--- src/rtl/fp16_div_seq.sv ---
`timescale 1ns/1ps
// Sequential FP16 divider: radix-2 restoring mantissa divide, one
// quotient bit per cycle, truncating, subnormals flushed to zero.
// Ports: clk, rst_n (sync, active-low), in_valid/in_ready/a/b operand
// handshake, out_valid/out_ready/result quotient handshake, and the
// flag_invalid/flag_dz/flag_ovf/flag_unf status flags for the result.
module fp16_div_seq #(
    parameter int BIAS  = 15,
    parameter int QBITS = 12
) (
    input  logic        clk,
    input  logic        rst_n,
    input  logic        in_valid,
    output logic        in_ready,
    input  logic [15:0] a,
    input  logic [15:0] b,
    output logic        out_valid,
    input  logic        out_ready,
    output logic [15:0] result,
    output logic        flag_invalid,
    output logic        flag_dz,
    output logic        flag_ovf,
    output logic        flag_unf
);

    localparam logic [1:0] S_IDLE = 2'd0;
    localparam logic [1:0] S_DIV  = 2'd1;
    localparam logic [1:0] S_NORM = 2'd2;
    localparam logic [1:0] S_DONE = 2'd3;

    logic [1:0]       state;
    logic             sign_q;
    logic [4:0]       ea_q;
    logic [4:0]       eb_q;
    logic [10:0]      mb_q;
    logic [QBITS-1:0] rem_q;
    logic [QBITS-1:0] quo_q;
    logic [3:0]       cnt_q;
    logic             spec_q;

    // operand classification
    logic a_zero, a_inf, a_nan;
    logic b_zero, b_inf, b_nan;
    logic sgn;

    assign a_zero = (a[14:10] == 5'd0);
    assign a_inf  = (a[14:10] == 5'h1F) && (a[9:0] == 10'd0);
    assign a_nan  = (a[14:10] == 5'h1F) && (a[9:0] != 10'd0);
    assign b_zero = (b[14:10] == 5'd0);
    assign b_inf  = (b[14:10] == 5'h1F) && (b[9:0] == 10'd0);
    assign b_nan  = (b[14:10] == 5'h1F) && (b[9:0] != 10'd0);
    assign sgn    = a[15] ^ b[15];

    // special-case outcome, flags ordered {invalid, dz, ovf, unf}
    logic        spec;
    logic [15:0] spec_res;
    logic [3:0]  spec_flg;

    always_comb begin
        spec     = 1'b1;
        spec_res = 16'h0000;
        spec_flg = 4'b0000;
        if (a_nan || b_nan || (a_zero && b_zero) || (a_inf && b_inf)) begin
            spec_res = 16'h7E00;
            spec_flg = 4'b1000;
        end else if (a_inf) begin
            spec_res = {sgn, 5'h1F, 10'h0};
        end else if (b_zero) begin
            spec_res = {sgn, 5'h1F, 10'h0};
            spec_flg = 4'b0100;
        end else if (a_zero || b_inf) begin
            spec_res = {sgn, 15'h0};
        end else begin
            spec = 1'b0;
        end
    end

    // one restoring step
    logic             ge;
    logic [QBITS-1:0] rem_sub;
    logic [QBITS-1:0] rem_nxt;

    assign ge      = (rem_q >= QBITS'(mb_q));
    assign rem_sub = ge ? (rem_q - QBITS'(mb_q)) : rem_q;
    assign rem_nxt = rem_sub << 1;

    // normalisation: quotient lies in [1024, 4096)
    logic signed [6:0] e_n;
    logic [9:0]        mant;

    assign e_n  = 7'({2'b00, ea_q}) - 7'({2'b00, eb_q}) + 7'(BIAS)
                - {6'd0, ~quo_q[QBITS-1]};
    assign mant = quo_q[QBITS-1] ? quo_q[10:1] : quo_q[9:0];

    assign in_ready = (state == S_IDLE);

    always_ff @(posedge clk) begin
        if (!rst_n) begin
            state        <= S_IDLE;
            out_valid    <= 1'b0;
            result       <= 16'h0000;
            flag_invalid <= 1'b0;
            flag_dz      <= 1'b0;
            flag_ovf     <= 1'b0;
            flag_unf     <= 1'b0;
            cnt_q        <= 4'd0;
            sign_q       <= 1'b0;
            ea_q         <= 5'd0;
            eb_q         <= 5'd0;
            mb_q         <= 11'd0;
            rem_q        <= '0;
            quo_q        <= '0;
            spec_q       <= 1'b0;
        end else begin
            unique case (state)
                S_IDLE: begin
                    if (in_valid) begin
                        sign_q <= sgn;
                        ea_q   <= a[14:10];
                        eb_q   <= b[14:10];
                        mb_q   <= {1'b1, b[9:0]};
                        rem_q  <= QBITS'({1'b1, a[9:0]});
                        quo_q  <= '0;
                        cnt_q  <= 4'd0;
                        spec_q <= spec;
                        {flag_invalid, flag_dz, flag_ovf, flag_unf} <= spec_flg;
                        if (spec) begin
                            result <= spec_res;
                            state  <= S_NORM;
                        end else begin
                            state  <= S_DIV;
                        end
                    end
                end
                S_DIV: begin
                    rem_q <= rem_nxt;
                    quo_q <= {quo_q[QBITS-2:0], ge};
                    cnt_q <= cnt_q + 4'd1;
                    if (cnt_q == 4'(QBITS - 1))
                        state <= S_NORM;
                end
                S_NORM: begin
                    if (!spec_q) begin
                        if (e_n >= 7'sd31) begin
                            result   <= {sign_q, 5'h1F, 10'h0};
                            flag_ovf <= 1'b1;
                        end else if (e_n <= 7'sd0) begin
                            result   <= {sign_q, 15'h0};
                            flag_unf <= 1'b1;
                        end else begin
                            result <= {sign_q, e_n[4:0], mant};
                        end
                    end
                    out_valid <= 1'b1;
                    state     <= S_DONE;
                end
                S_DONE: begin
                    if (out_ready) begin
                        out_valid <= 1'b0;
                        state     <= S_IDLE;
                    end
                end
                default: state <= S_IDLE;
            endcase
        end
    end

endmodule

--- config.mk ---
export PLATFORM = sky130hd
export DESIGN_NAME = fp16_div_seq
export DESIGN_NICKNAME = d
export VERILOG_FILES = /design/src/rtl/fp16_div_seq.sv
export SDC_FILE = /design/constraint.sdc
export NUM_CORES = 1
export LEC_CHECK = 0
export ABC_AREA = 1
export CORE_ASPECT_RATIO = 0.75
export CORE_MARGIN = 2
export CORE_UTILIZATION = 50
export CTS_BUF_LIST = sky130_fd_sc_hd__clkbuf_8
export CTS_CLUSTER_DIAMETER = 120
export DETAILED_ROUTE_END_ITERATION = 7
export GPL_TIMING_DRIVEN = 0
export HOLD_SLACK_MARGIN = 0.1
export PLACE_DENSITY = 0.74
export SETUP_SLACK_MARGIN = 0.2
export SYNTH_ARGS = -nofsm -noshare
export SYNTH_HDL_FRONTEND = slang
export SYNTH_SLANG_ARGS = --single-unit
--- constraint.sdc ---
create_clock -name clk -period 4.65 [get_ports clk]
set_input_delay 0.465 -clock clk [delete_from_list [all_inputs] [get_ports clk]]
set_output_delay 0.465 -clock clk [all_outputs]
set_load 0.05 [all_outputs]
==> flow_summary.json <==
{
  "nets": 741,
  "ys_seq_elements": 74,
  "grt_overflow_total": 0,
  "ant_nets": 0,
  "portBuffers": 57,
  "switching_power_mw": 2.091,
  "rows": 29,
  "drv_slew": 0,
  "cap_violations": 0,
  "detail_route.vias_per_cell": 5.424,
  "power_frac_seq_pct": 22.6,
  "p_clk_share_pct": 13.8,
  "hold_viol_final": 0,
  "drive_gt1_share_pct": 6.589,
  "clock_path_buffers": 2,
  "finalInstanceArea_um2": 5197,
  "setup_tns_ns": 0,
  "rsz0062_at_grt": "false",
  "synth.distinct_cells": 38,
  "syn-cell-area_um2": 4274,
  "post_dp_cell_area_um2": 4980,
  "swShare_pct": 51.72,
  "wire_per_inst_um": 14.20,
  "pin_count": 58,
  "ff2ff_path_depth": 17,
  "synth.yosys.seq_area_share_pct": 34.66,
  "cts-root-buf": "clkbuf_8",
  "vias": 4290,
  "tightest_slew_ns": 0.5634,
  "core_area_um2": 8382,
  "r2r_start": "ea_q[0]",
  "p_int_mw": 1.952,
  "worstHoldPathType": "reg2reg",
  "synth-warning-count": 0,
  "h-tree-depth": 3,
  "cts.clk_slew.worst_paths_ns": 0.09,
  "worst_hold_slack_ns": 0.4695,
  "dp_hpwl_mm": 8.614,
  "holdPathStages": 2,
  "synthCells": 610,
  "drt-total-wl_mm": 11.23,
  "outcome": "completed",
  "final-instance-count-excl-fill": 791,
  "fin_crit_sh_pct": 61.72,
  "grt_pass1_vias": 4074,
  "finalSetupViolations": 0,
  "antenna_cells": 0,
  "die_y_um": 84.07,
  "critPathMaxFanout": 10,
  "avgSynthCellArea_um2": 7.007,
  "grt_pass1_wl_mm": 18.82,
  "worstSetupStartpoint": "ea_q[0]",
  "cts_made_buffers": 9,
  "holdBufCountCts": 0,
  "slew_headroom_pct": 62.44,
  "endpoint_kind": "register",
  "dr.pass1.iters": 5,
  "drt_first_iter_violations": 242,
  "worst-setup-path-type": "reg2reg",
  "peakVddDrop_mv": 0.5649,
  "start_util_pct": 50.99,
  "arrival_ns": 3.15,
  "hold_start": "ea_q[0]",
  "fmax_ghz": 0.3484,
  "post_cts_buffers": 0,
  "clock_latency_ns": 0.35,
  "tritoncts": "built",
  "syn_to_final_growth_pct": 21.60,
  "dieArea_um2": 9312,
  "routabilityCongestion": 0.9288,
  "fin_skew_ns": 0.01019,
  "track_usage_pct": 24.48,
  "power_frac_comb_pct": 63.6,
  "cts_resized": 0,
  "synth_fp_nets": 673,
  "antenna_found_initial": 0,
  "clock_sinks": 74,
  "dp_cells": 775,
  "power_density_nw_per_um2": 777.9,
  "mostFrequentLayoutCells": "nand2_1, a21oi_1, dfxtp_1, o21ai_0, inv_1",
  "drc_errors": 0,
  "p_leak_nw": 2.185,
  "grt_max_degree": 14,
  "start_kind": "register",
  "required_ns": 4.93,
  "dieWidth_um": 110.8,
  "finalCriticalPeriod_ns": 2.870
}
sequential cells by signal (all words and copies together), names as in the netlist, 2 cells and up:
register  cells
rem_q        12
eb_q          5
mb_q         11
quo_q        12
state         2
cnt_q         4
ea_q          5
result       16
Yosys cell counts:
cell type   n  area share [%]
nor3_1      8            0.94
o21ai_0    73             8.5
ha_1       25             7.3
and3_1      2            0.29
a21oi_2     1            0.20
a21oi_1    94              11
nor2_8      1            0.47
inv_1      70             6.1
nand2_1    94             8.3
nand2_4     2            0.53
o31ai_1     1            0.18
a22oi_1     1            0.18
o2111ai_1   2            0.41
a221oi_1    1            0.20
nand3_2     6             1.4
nand3_1    36             4.2
a21o_1      1            0.18
o21ai_1     3            0.35
or2_0       1            0.15
nand4_1     3            0.44
nor2_1     52             4.6
a31oi_1     2            0.29
fa_1        2            0.94
buf_2       2            0.23
buf_4       1            0.18
inv_2       2            0.18
dfxtp_1    74              35
o211ai_1    4            0.70
nor2_2      1            0.15
xor2_1      5             1.0
xnor2_1     3            0.61
nor2_4      1            0.26
nand3b_1    2            0.35
clkbuf_1   20             1.8
clkinv_1    1           0.088
a21oi_4     2            0.76
mux2_2      2            0.53
nand2_2     9             1.3
per-stage QoR:
stage,setup WS [ns],util [%],power (mW)
5_1_grt,1.518,62.01,4.401
4_1_cts,1.780,62.01,4.029
3_5_place_dp,1.810,59.41,3.459
2_1_floorplan,2.120,-,2.849
6_report,1.780,62.01,4.043
3_3_place_gp,1.880,59.41,3.402
worst max-delay path, cell delays in order (launching register included):
cell     delay [ns]
dfxtp_1        0.30
inv_1          0.07
ha_1           0.15
inv_1          0.06
fa_1           0.42
a21oi_1        0.15
o21ai_0        0.11
xor2_1         0.15
ha_1           0.33
nand4_1        0.11
nand2_1        0.05
inv_1          0.09
nand2_1        0.09
nand2_2        0.08
nand2_4        0.07
a21oi_4        0.28
nand3_1        0.12
a21oi_1        0.15
area by class of cell:
type	instances	area, um^2
flip-flops and latches	74	1481
fillers	773	3184
well taps	108	135.1
plain buffers	23	92.59
clock buffers	9	123.9
multi-input cells	440	2426
clock inverters	7	93.84
inverters	73	274.0
repair buffers	57	570.5
power by group through the flow:
| stage | Combinational, mW | Clock, mW | Sequential [mW] |
|---|---|---|---|
| floorplan | 1.73 | 0 | 1.11 |
| global placement | 2.48 | 0 | 0.918 |
| detailed placement | 2.54 | 0 | 0.923 |
| CTS | 2.55 | 0.566 | 0.910 |
| global route | 2.88 | 0.593 | 0.933 |
| finish | 2.57 | 0.559 | 0.912 |
layer usage:
metal	up-vias	global-route usage [%]	share of wire (%)	routed length (um)
li1	2174	-	-	-
met1	1961	34.67	50	5581
met2	144	37.42	43	4785
met3	11	5.519	6.7	749
met4	0	7.045	1.0	115
met5	-	0	0	0
path summary, 6_finish.rpt:
path	end	slack (ns)
worst min register to register	ea_q[0]	0.47
worst min-delay path	ea_q[0]	0.47
worst max-delay path	result[5]	1.78
worst max register to register	result[5]	1.78
cell families after synthesis:
kind of cell             share of synthesized area, %
AND/OR/NAND/NOR                                 23.33
AO/OA/AOI/OAI                                   23.01
buffers and inverters                           8.577
flip-flops                                      34.66
adder cells (fa/ha/maj)                         8.255
XOR/XNOR                                        1.639
multiplexers                                   0.5269
Power figures use the tool's default switching activity.
